**src/rtl/exp_requester.sv**
```systemverilog
// Str/Ack initiator for the softmax exponential unit. Operands are queued, issued one at a
// time as a level-held request, and the results return on a valid/ready stream.
module exp_requester #(
  parameter int DATALENGTH = 32,
  parameter int DEPTH      = 4,
  parameter int TIMEOUT    = 255,
  parameter int GAP        = 1
) (
  input  logic                  Clock,
  input  logic                  Reset,
  input  logic                  InValid,
  output logic                  InReady,
  input  logic [DATALENGTH-1:0] InData,
  input  logic                  InLast,
  output logic                  OutValid,
  input  logic                  OutReady,
  output logic [DATALENGTH-1:0] OutData,
  output logic                  OutLast,
  output logic                  ExpStr,
  output logic [DATALENGTH-1:0] ExpDatain,
  input  logic                  ExpAck,
  input  logic [DATALENGTH-1:0] ExpDataOut,
  output logic                  Busy,
  output logic                  TimeoutErr,
  output logic [15:0]           ElemCount
);

  localparam int AW     = $clog2(DEPTH);
  localparam int WAIT_W = $clog2(TIMEOUT + 1);
  localparam int GAP_W  = $clog2(GAP + 1);
  localparam logic [DATALENGTH-1:0] QNAN = DATALENGTH'(32'h7fc0_0000);

  typedef enum logic [1:0] {ST_IDLE, ST_REQ, ST_GAP} state_t;

  state_t                state, state_d;
  logic [DATALENGTH-1:0] fifo_data [DEPTH];
  logic [DEPTH-1:0]      fifo_last;
  logic [AW:0]           wr_ptr, rd_ptr;
  logic                  fifo_empty, fifo_full;
  logic                  push, pop;
  logic                  out_fire, out_free;
  logic                  take_ack, take_timeout;
  logic [WAIT_W-1:0]     wait_cnt;
  logic [GAP_W-1:0]      gap_cnt;
  logic                  last_q;

  // Pointers carry one extra wrap bit so full and empty are distinguishable.
  assign fifo_empty = (wr_ptr == rd_ptr);
  assign fifo_full  = (wr_ptr[AW] != rd_ptr[AW]) && (wr_ptr[AW-1:0] == rd_ptr[AW-1:0]);
  assign InReady    = !fifo_full;
  assign push       = InValid && !fifo_full;
  assign out_fire   = OutValid && OutReady;
  assign out_free   = !OutValid || OutReady;
  assign Busy       = !fifo_empty || (state != ST_IDLE);

  // NOTE: the storage array has no reset; only the pointers decide which entries are live.
  always_ff @(posedge Clock) begin
    if (push) begin
      fifo_data[wr_ptr[AW-1:0]] <= InData;
      fifo_last[wr_ptr[AW-1:0]] <= InLast;
    end
  end

  // NOTE: every signal driven here gets a default first, so no path can infer a latch.
  always_comb begin
    state_d      = state;
    pop          = 1'b0;
    take_ack     = 1'b0;
    take_timeout = 1'b0;
    case (state)
      ST_IDLE: begin
        if (!fifo_empty && out_free) begin
          pop     = 1'b1;
          state_d = ST_REQ;
        end
      end
      ST_REQ: begin
        if (ExpAck) begin
          take_ack = 1'b1;
          state_d  = ST_GAP;
        end else if (wait_cnt == WAIT_W'(TIMEOUT - 1)) begin
          take_timeout = 1'b1;
          state_d      = ST_GAP;
        end
      end
      ST_GAP: begin
        if (gap_cnt == GAP_W'(GAP - 1)) state_d = ST_IDLE;
      end
      default: state_d = ST_IDLE;
    endcase
  end

  // NOTE: sequential state uses non-blocking assignments so every register sees pre-edge values.
  always_ff @(posedge Clock) begin
    if (Reset) begin
      state      <= ST_IDLE;
      wr_ptr     <= '0;
      rd_ptr     <= '0;
      ExpStr     <= 1'b0;
      ExpDatain  <= '0;
      last_q     <= 1'b0;
      wait_cnt   <= '0;
      gap_cnt    <= '0;
      OutValid   <= 1'b0;
      OutData    <= '0;
      OutLast    <= 1'b0;
      TimeoutErr <= 1'b0;
      ElemCount  <= '0;
    end else begin
      state <= state_d;
      if (push) wr_ptr <= wr_ptr + 1'b1;

      if (pop) begin
        rd_ptr    <= rd_ptr + 1'b1;
        ExpDatain <= fifo_data[rd_ptr[AW-1:0]];
        last_q    <= fifo_last[rd_ptr[AW-1:0]];
        ExpStr    <= 1'b1;
        wait_cnt  <= '0;
      end else if (state == ST_REQ) begin
        wait_cnt <= wait_cnt + 1'b1;
      end

      // The output register is always free while a request is outstanding.
      if (take_ack || take_timeout) begin
        ExpStr   <= 1'b0;
        OutValid <= 1'b1;
        OutData  <= take_ack ? ExpDataOut : QNAN;
        OutLast  <= last_q;
        gap_cnt  <= '0;
      end else begin
        if (out_fire) OutValid <= 1'b0;
        if (state == ST_GAP) gap_cnt <= gap_cnt + 1'b1;
      end

      if (take_timeout) TimeoutErr <= 1'b1;

      if (out_fire) ElemCount <= OutLast ? 16'd0 : ElemCount + 16'd1;
    end
  end

endmodule

```
**config.mk**
```make
export PLATFORM = sky130hd
export DESIGN_NAME = exp_requester
export DESIGN_NICKNAME = d
export VERILOG_FILES = /design/src/rtl/exp_requester.sv
export SDC_FILE = /design/constraint.sdc
export NUM_CORES = 1
export LEC_CHECK = 0
export ABC_CLOCK_PERIOD_IN_PS = 4300
export BUFFER_PORTS_ARGS = -buffer_cell sky130_fd_sc_hd__buf_2
export CORE_MARGIN = 2
export CORE_UTILIZATION = 54
export DETAILED_ROUTE_END_ITERATION = 10
export PLACE_DENSITY = 0.77
export REMOVE_ABC_BUFFERS = 1
export SLEW_MARGIN = 30
export SYNTH_ARGS = -nofsm -noshare
export SYNTH_HDL_FRONTEND = slang
export SYNTH_SLANG_ARGS = --single-unit
```
**constraint.sdc**
```tcl
create_clock -name Clock -period 4.3 [get_ports Clock]
set_input_delay 0.215 -clock Clock [delete_from_list [all_inputs] [get_ports Clock]]
set_output_delay 0.215 -clock Clock [all_outputs]
set_load 0.02 [all_outputs]
```
==> results.toml, run 1 <==
[outcome]
status = "complete, no violations"

[floorplan]
core-area_sq_um = 15900
initial_core_util_pct = 55.3
die_x_um = 132
dieHeight_um = 132
rows = 46
pin_count = 156
dieArea_sq_um = 17300

[finish]
synthToLayoutAreaGrowth_pct = 27.5
nNetsFinal = 947
layout_common_cells = "154 x buf_2, 132 x edfxtp_1, 102 x nand2_1"
final_common_cell = "buf_2"
utilization_pct = 70.4
layout-drive-gt1-share_pct = 27.3
antenna_cells = 0
design_area_sq_um = 11200

[timing]
slew_headroom_pct = 39.3
fin_crit_ps = 2380
fmax_mhz = 421
period_share_pct = 55.3
grt_setup_unrepaired = "no"
setup_viol = 0
worst-slew-pin-transition_ps = 911
setup_tns_ps = 0
hold_violations = 0
slew_viol_final = 0
skew_ps = 7.76

[power]
ir_drop_mv = 0.476
p_leak_nw = 4.21
pwr_density_cell_nw_per_um2 = 576

[clocking]
cts_made_buffers = 24
clkLatencyLatePin_ps = 500
cts_tree = "yes"
clock_path_buffers = 3
path_clk_slew_ps = 60
root_buffer = "clkbuf_16"
cts.sinks = 234
htreeDepth = 1
postCtsSetupBuffers = 0

[global_routing]
grt.total_usage_pct = 21.6
grt_pass1_vias = 5998
top_usage_layer = "met2"
grt_pass1_wl_um = 30400
grt_max_degree = 81
grt_use_met1_pct = 27.8
met2_usage_pct = 38.7
antenna_found_initial = 0
grt_overflow = 0
met3_usage_pct = 3.70

[routing]
dr.first_iter.drc_count = 432
vias_per_cell = 5.37
drt-total-wl_um = 18800
vias = 5919
avgRoutedWirePerCell_um = 17.0
ant_nets = 0
drtPass1Iterations = 6
drc = 0

[critical_path]
required_ps = 4420
worst_ep_arrival_time_ps = 2500
slowest_delay_ps = 780
criticalPathCategory = "flop to flop"
crit_chain = "xor2_1 > o31a_1 > and2_2"
slowest_stage = "and2_2"
start_kind = "flop"
path_max_fanout = 33
critPathCaptureType = "flop"
crit_family = "simple AND/OR/NAND/NOR gates"
crit_buf_inv = 0

[flow_run]
cap_violations = 0

[synth]
synth_cell_types = 41
async_reset_ff_share_pct = 0
ys_seq_elements = 234
yosys_warnings = 0
synthFlopType = "edfxtp_1"
synth_edf_count = 132
postSynthAreaPerCell_sq_um = 13.3
syn_area_sq_um = 8780
ys_seq_area_share_pct = 68.4
synthCells = 658

[placed_design]
place_area_sq_um = 9720
gp_congestion = 0.783
dp_hpwl_um = 11100
port_buffers = 155

[min_path]
hold_class = "input pin to flop"
metrics by stage:
| step | setup slack, ps | std cells | hold WS, ps | power [mW] |
|---|---|---|---|---|
| final | 1920 | 1103 | 20.6 | 6.44 |
| after detailed placement | 1910 | 996 | 440 | 4.27 |
| after CTS | 1910 | 1103 | 7.15 | 6.50 |
| after global routing | 1710 | 1103 | 20.9 | 6.73 |
| after global placement | 2020 | 996 | 427 | 4.20 |
| after floorplan | -677 | 620 | 284 | 3.74 |
worst paths after layout:
path / startpoint / end / slack (ps) / cells past startpoint
worst max-delay path: wr_ptr[0] / fifo_data[2][19] / 1920 / 3
worst min-delay path: ExpDataOut[28] / OutData[28] / 20 / 3
worst max register to register: wr_ptr[0] / fifo_data[2][19] / 1920 / 3
worst min register to register: OutData[24] / OutData[24] / 450 / 2
timing repair:
item,CTS,global route
hold endpoints to repair,162,0
resized for setup,0,0
hold buffers,63,0
area by class of cell:
cell class,count,area [sq um]
multi-input combinational,367,2550
inverter,19,71.3
clock inverter,17,210
clock buffer,27,633
fill,1045,4700
timing repair buffer,223,1450
tap,216,270
sequential,234,6010
Yosys cell counts, types with 2 or more instances:
| master | instances | area, sq um |
|---|---|---|
| a211oi_1 | 10 | 75.1 |
| a21oi_1 | 68 | 340 |
| and2_1 | 5 | 31.3 |
| and3_1 | 2 | 12.5 |
| buf_2 | 10 | 50.1 |
| buf_4 | 5 | 37.5 |
| clkbuf_1 | 23 | 86.3 |
| dfxtp_1 | 102 | 2040 |
| edfxtp_1 | 132 | 3960 |
| ha_1 | 8 | 100 |
| inv_1 | 19 | 71.3 |
| mux2i_1 | 2 | 20.0 |
| mux4_2 | 33 | 743 |
| nand2_1 | 102 | 383 |
| nand2b_1 | 4 | 25.0 |
| nand3_1 | 5 | 25.0 |
| nand4_1 | 5 | 31.3 |
| nand4_2 | 2 | 25.0 |
| nor2_1 | 38 | 143 |
| nor2b_1 | 2 | 12.5 |
| nor3_1 | 7 | 35.0 |
| nor4_1 | 2 | 12.5 |
| o21ai_0 | 27 | 135 |
| o31ai_1 | 2 | 15.0 |
| or3_1 | 3 | 18.8 |
| or4_1 | 2 | 15.0 |
| xnor2_1 | 13 | 114 |
| xor2_1 | 12 | 105 |
kinds of logic after synthesis:
logic type      share of synthesized area (%)
flops                                    68.4
simple gates                             9.35
compound gates                           7.11
buf+inv                                  2.79
mux                                      8.69
xor+xnor                                 2.49
fa+ha+maj                                1.14
tightest hold or removal path, stage by stage:
cell,delay (ps)
buf_2,100
nor2_1,100
a211oi_1,50
flip-flops by register name, summed over array words and instances (netlist names):
| register | count |
|---|---|
| fifo_data | 128 |
| ExpDatain | 32 |
| OutData | 32 |
| ElemCount | 16 |
| wait_cnt | 8 |
| fifo_last | 4 |
| rd_ptr | 3 |
| wr_ptr | 3 |
| state | 2 |
| ExpStr | 1 |
| OutLast | 1 |
| OutValid | 1 |
| TimeoutErr | 1 |
| gap_cnt | 1 |
| last_q | 1 |
layer usage:
layer  wire (um)  up-vias
li1            -     2798
met1        7790     2874
met2        9570      222
met3        1180       25
met4         223        0
met5           0        -
power breakdown:
group | total, mW | leakage [nW] | internal, mW | switching [mW]
clock network | 2.19 | 0.413 | 1.36 | 0.829
logic | 1.50 | 1.75 | 0.558 | 0.943
registers | 2.75 | 2.04 | 2.63 | 0.119
Power figures use the tool's default switching activity.
==> run 2: changes to the inputs <==
ABC_AREA = 1   (was unset)
ABC_CLOCK_PERIOD_IN_PS = 2000   (was 4300)
CORE_UTILIZATION = 50   (was 54)
PLACE_DENSITY = 0.75   (was 0.77)
clock period = 2 ns   (was 4.3 ns; I/O delays follow)
==> run 2 against run 1 <==
  * Combinational power rose to 2.7 times the previous value
  * Total power increased by 120%
  * First-iteration DRC count fell by 9.0%
  * Cell area rose by 4.1%
  * Clock power is 87% higher
  * Worst hold slack better by 310 ps
  * Synthesized cell count increased by 35%
  * Highest routed layer unchanged
  * Largest power group unchanged
==> results.toml, run 2 <==
[outcome]
status = "complete, no violations"

[critical_path]
critPathCaptureType = "flop"
criticalPathCategory = "flop to flop"
path_max_fanout = 10
worst_ep_arrival_time_ps = 2300
required_ps = 2390
start_kind = "flop"

[timing]
setup_viol = 0
slew_viol_final = 0
worst-slew-pin-transition_ps = 752
skew_ps = 16.9
fin_crit_ps = 1910
fmax_mhz = 524
grt_setup_unrepaired = "no"
hold_violations = 0
period_share_pct = 95.4
fin_ws_ps = 91.2
slew_headroom_pct = 49.8
worst_hold_slack_ps = 329

[floorplan]
initial_core_util_pct = 50.7
dieHeight_um = 139
pin_count = 156
rows = 49
dieArea_sq_um = 19200
core-area_sq_um = 17800
die_x_um = 139

[power]
ir_drop_mv = 0.823
p_leak_nw = 4.68
pwr_density_cell_nw_per_um2 = 1200
p_total_mw = 14.0

[synth]
synth_cell_types = 33
synth_edf_count = 132
yosys_warnings = 0
synth.largest_area_cell = "edfxtp_1"
syn_area_sq_um = 9050
ys_seq_elements = 234
postSynthAreaPerCell_sq_um = 10.2
synthFlopType = "edfxtp_1"
yosysMostFrequentCell = "nor2_1"
async_reset_ff_share_pct = 0
synthTopCellsByCount = "214 x nor2_1, 147 x o21ai_0, 132 x edfxtp_1"
synthCells = 888
synth.area.top_cells = "edfxtp_1 44%, dfxtp_1 23%, nor2_1 8.9%, o21ai_0 8.1%, inv_1 2.5%"
ys_seq_area_share_pct = 66.4
synth_top_area_share_pct = 43.8

[global_routing]
grt_pass1_vias = 6900
met3_usage_pct = 4.01
grt.total_usage_pct = 21.5
grt_overflow = 0
antenna_found_initial = 0
grt_max_degree = 69
grt_pass1_wl_um = 34100
met2_usage_pct = 37.2
top_usage_layer = "met2"
grt_use_met1_pct = 26.8

[finish]
final_common_cell = "nor2_1"
synthToLayoutAreaGrowth_pct = 28.7
nFillCells = 1384
nNetsFinal = 1197
layout-drive-gt1-share_pct = 20.1
stdcell_count = 1366
largest_register_ffs = 128
layout_common_cells = "209 x nor2_1, 155 x buf_2, 147 x o21ai_0"
antenna_cells = 0

[placed_design]
dp.cells = 1244
dpl_worst_slack_ps = 139
gp_congestion = 0.819
dp_hpwl_um = 12100
port_buffers = 155

[routing]
drt-total-wl_um = 21100
drtPass1Iterations = 4
avgRoutedWirePerCell_um = 15.5
dr.first_iter.drc_count = 393
vias_per_cell = 5.16
vias = 7051
ant_nets = 0
drc = 0

[clocking]
root_buffer = "clkbuf_16"
cts_made_buffers = 24
cts_tree = "yes"
htreeDepth = 1
path_clk_slew_ps = 60
clock_path_buffers = 3
cts.sinks = 234
clkLatencyLatePin_ps = 520
postCtsSetupBuffers = 0

[min_path]
hold_class = "input pin to flop"

[flow_run]
cap_violations = 0
## run 2: cell count changes after synthesis, sizes merged, moves of 10 or more
cell   previous run  this run
mux4             33         0
xnor2            13         3
o21ai            27       166
nand2           102        64
nand3             5        35
inv              19        64
a21oi            68        20
nor2             38       215
buf              15        28
## run 2: kinds of logic after synthesis
group,Yosys count,share of synthesized area (%)
adders and majority gates,8,1.11
xor gates and xnor gates,10,1.05
AOI/OAI and AO/OA,194,10.9
buffers and inverters,107,5.25
and+or+nand+nor,335,15.3
DFF,234,66.4
## run 2: per-stage QoR
step	setup TNS [ps]	utilization [%]	cell area [sq um]
finish	0	65.3	11700
global route	0	65.3	11700
CTS	0	65.1	11600
detailed placement	0	56.8	10100
global placement	0	56.8	10100
floorplan	-310560	-	8820
## run 2: final timing paths
kind	from	end	slack [ps]	cells after the start
max	wait_cnt[0]	OutData[28]	90	6
min reg2reg	OutData[12]	OutData[12]	450	2
max reg2reg	wait_cnt[0]	OutData[28]	90	6
min	InData[14]	fifo_data[1][14]	330	2
## run 2: cell type report
cell class	instances	area, sq um	area share (%)
clock buffer	37	649	5.57
inverter	64	240	2.06
sequential	234	6010	51.6
timing repair buffer	248	1780	15.3
tap	229	287	2.46
multi-input combinational	547	2610	22.4
clock inverter	7	71.3	0.612
## run 2: worst max-delay path, cell delays in order (launching register included)
cell and delay [ps]:
dfxtp_1 380, inv_1 90, ha_1 190, and3_1 200, nand3_2 220, a31oi_1 130, dlygate4sd3_1 580
## run 2: what timing repair did
action | CTS | global route
resized for setup | 0 | 2
hold endpoints to repair | 175 | 0
hold buffers | 77 | 0
endpoints found under the setup margin | 0 | 18
## run 2: report_power, final
group / internal, mW / switching (mW) / total (mW) / leakage, nW
clock: 2.37 / 1.73 / 4.10 / 0.352
combinational: 1.34 / 2.64 / 3.98 / 2.28
sequential: 5.68 / 0.280 / 5.96 / 2.05
## run 2: per-layer routing
metal	vias to the layer above	part of all wire [%]	wire length, um
met5	-	0	0
met4	0	3.4	728
met3	53	7.3	1550
met2	288	48	10200
met1	3263	41	8670
li1	3447	-	-
==> run 3: changes to the inputs <==
CORE_ASPECT_RATIO = 1.2   (was unset)
==> run 3 against run 2 <==
  * Fmax grew 1.9%
  * Global-route usage hardly changed
  * Non-clock buffer count grew 6
  * Highest routed layer unchanged
  * Largest cell class unchanged
==> results.toml, run 3 (synthesis results as in run 2) <==
[placed_design]
gp_congestion = 0.800
dp_hpwl_um = 12500
dp.cells = 1242
port_buffers = 155

[timing]
fin_crit_ps = 1870
grt_setup_unrepaired = "no"
slew_headroom_pct = 52.3
worst-slew-pin-transition_ps = 715
skew_ps = 14.6
period_share_pct = 93.6
slew_viol_final = 0
hold_violations = 0
fmax_mhz = 534
setup_viol = 0
worst_hold_slack_ps = 344

[clocking]
htreeDepth = 1
clkLatencyLatePin_ps = 510
path_clk_slew_ps = 60
root_buffer = "clkbuf_16"
clock_path_buffers = 3
cts_tree = "yes"
cts_made_buffers = 23
cts.sinks = 234

[routing]
ant_nets = 0
vias = 6968
drt-total-wl_um = 20700
drc = 0
dr.first_iter.drc_count = 403
highest_layer = "met4"
dr_wl_met3_um = 1310
wl_met2_um = 10700
drtPass1Iterations = 5
avgRoutedWirePerCell_um = 15.2
wl_met1_um = 8190
vias_per_cell = 5.12

[outcome]
status = "complete, no violations"

[critical_path]
r2r_start = "rd_ptr[1]"
critPathCaptureType = "flop"
rrSetupSlack_ps = 130
path_max_fanout = 6
rr_worst_depth = 6
required_ps = 2450
worst_ep_arrival_time_ps = 2320
crit_path_end = "wr_ptr[2]"
start_kind = "flop"
r2r-end = "wr_ptr[2]"
critPathLaunch = "rd_ptr[1]"
criticalPathCategory = "flop to flop"

[power]
p_total_mw = 14.7
ir_drop_mv = 0.957
p_leak_nw = 4.76
pwr_density_cell_nw_per_um2 = 1240

[finish]
final_common_cell = "nor2_1"
nNetsFinal = 1202
largest_register_ffs = 128
layout_common_cells = "209 x nor2_1, 155 x buf_2, 147 x o21ai_0"
stdcell_count = 1361
synthToLayoutAreaGrowth_pct = 30.4
layout-drive-gt1-share_pct = 21.0
utilization_pct = 66.9
antenna_cells = 0

[global_routing]
grt_pass1_vias = 6823
grt_pass1_wl_um = 32900
grt_max_degree = 57
grt.total_usage_pct = 21.5
antenna_found_initial = 0
grt_overflow = 0

[floorplan]
rows = 53
die_x_um = 127
initial_core_util_pct = 51.3
dieHeight_um = 151
pin_count = 156
dieArea_sq_um = 19200
core-area_sq_um = 17600

[min_path]
hold_class = "input pin to flop"

[flow_run]
cap_violations = 0
==> run 3: final cells by class <==
cell class / instances / area (sq um)
clock inverter: 15 / 258
clock buffer: 27 / 591
sequential: 234 / 6010
inverter: 64 / 240
multi-input combinational: 547 / 2610
tap: 220 / 275
fill: 1271 / 5840
timing repair buffer: 254 / 1820
==> run 3: where the power goes <==
group	switching, mW	internal [mW]
clock network	1.77	3.02
logic	2.58	1.31
registers	0.303	5.68
==> run 3: worst min-delay path by stage <==
stage / depth (start not counted) / slack [ps] / from / to
finish: 2 / 340 / InData[15] / fifo_data[0][15]
CTS: 2 / 320 / InData[4] / fifo_data[2][4]
global route: 2 / 350 / InData[20] / fifo_data[3][20]
global placement: 1 / 310 / InData[16] / fifo_data[1][16]
floorplan: 1 / 170 / Reset / OutLast
detailed placement: 1 / 320 / InData[28] / fifo_data[2][28]
==> run 3: what timing repair did <==
item,in CTS,in global routing
hold buffers,77,0
setup endpoints to repair,0,24
setup buffers,0,0
endpoints found under the hold margin,171,0
gates resized for setup,0,3
==> run 3: per-stage QoR <==
stage / setup WS (ps) / setup TNS (ps) / cell area, sq um
3_5_place_dp: 143 / 0 / 10200
6_report: 127 / 0 / 11800
5_1_grt: 3.36 / 0 / 11800
2_1_floorplan: -1940 / -310560 / 8820
3_3_place_gp: 214 / 0 / 10200
4_1_cts: 23.9 / 0 / 11800
==> run 3: metal layers <==
layer,global-route usage (%),vias to the layer above
li1,-,3456
met1,24.7,3258
met2,40.2,221
met3,3.92,33
met4,7.36,0
met5,0,-
==> run 3: worst max-delay path, stage by stage, from the launching register on <==
cell	delay, ps
dfxtp_1	350
xnor2_1	250
nand3_1	160
nand2_2	260
nand2_1	90
a21oi_1	140
dlygate4sd3_1	560
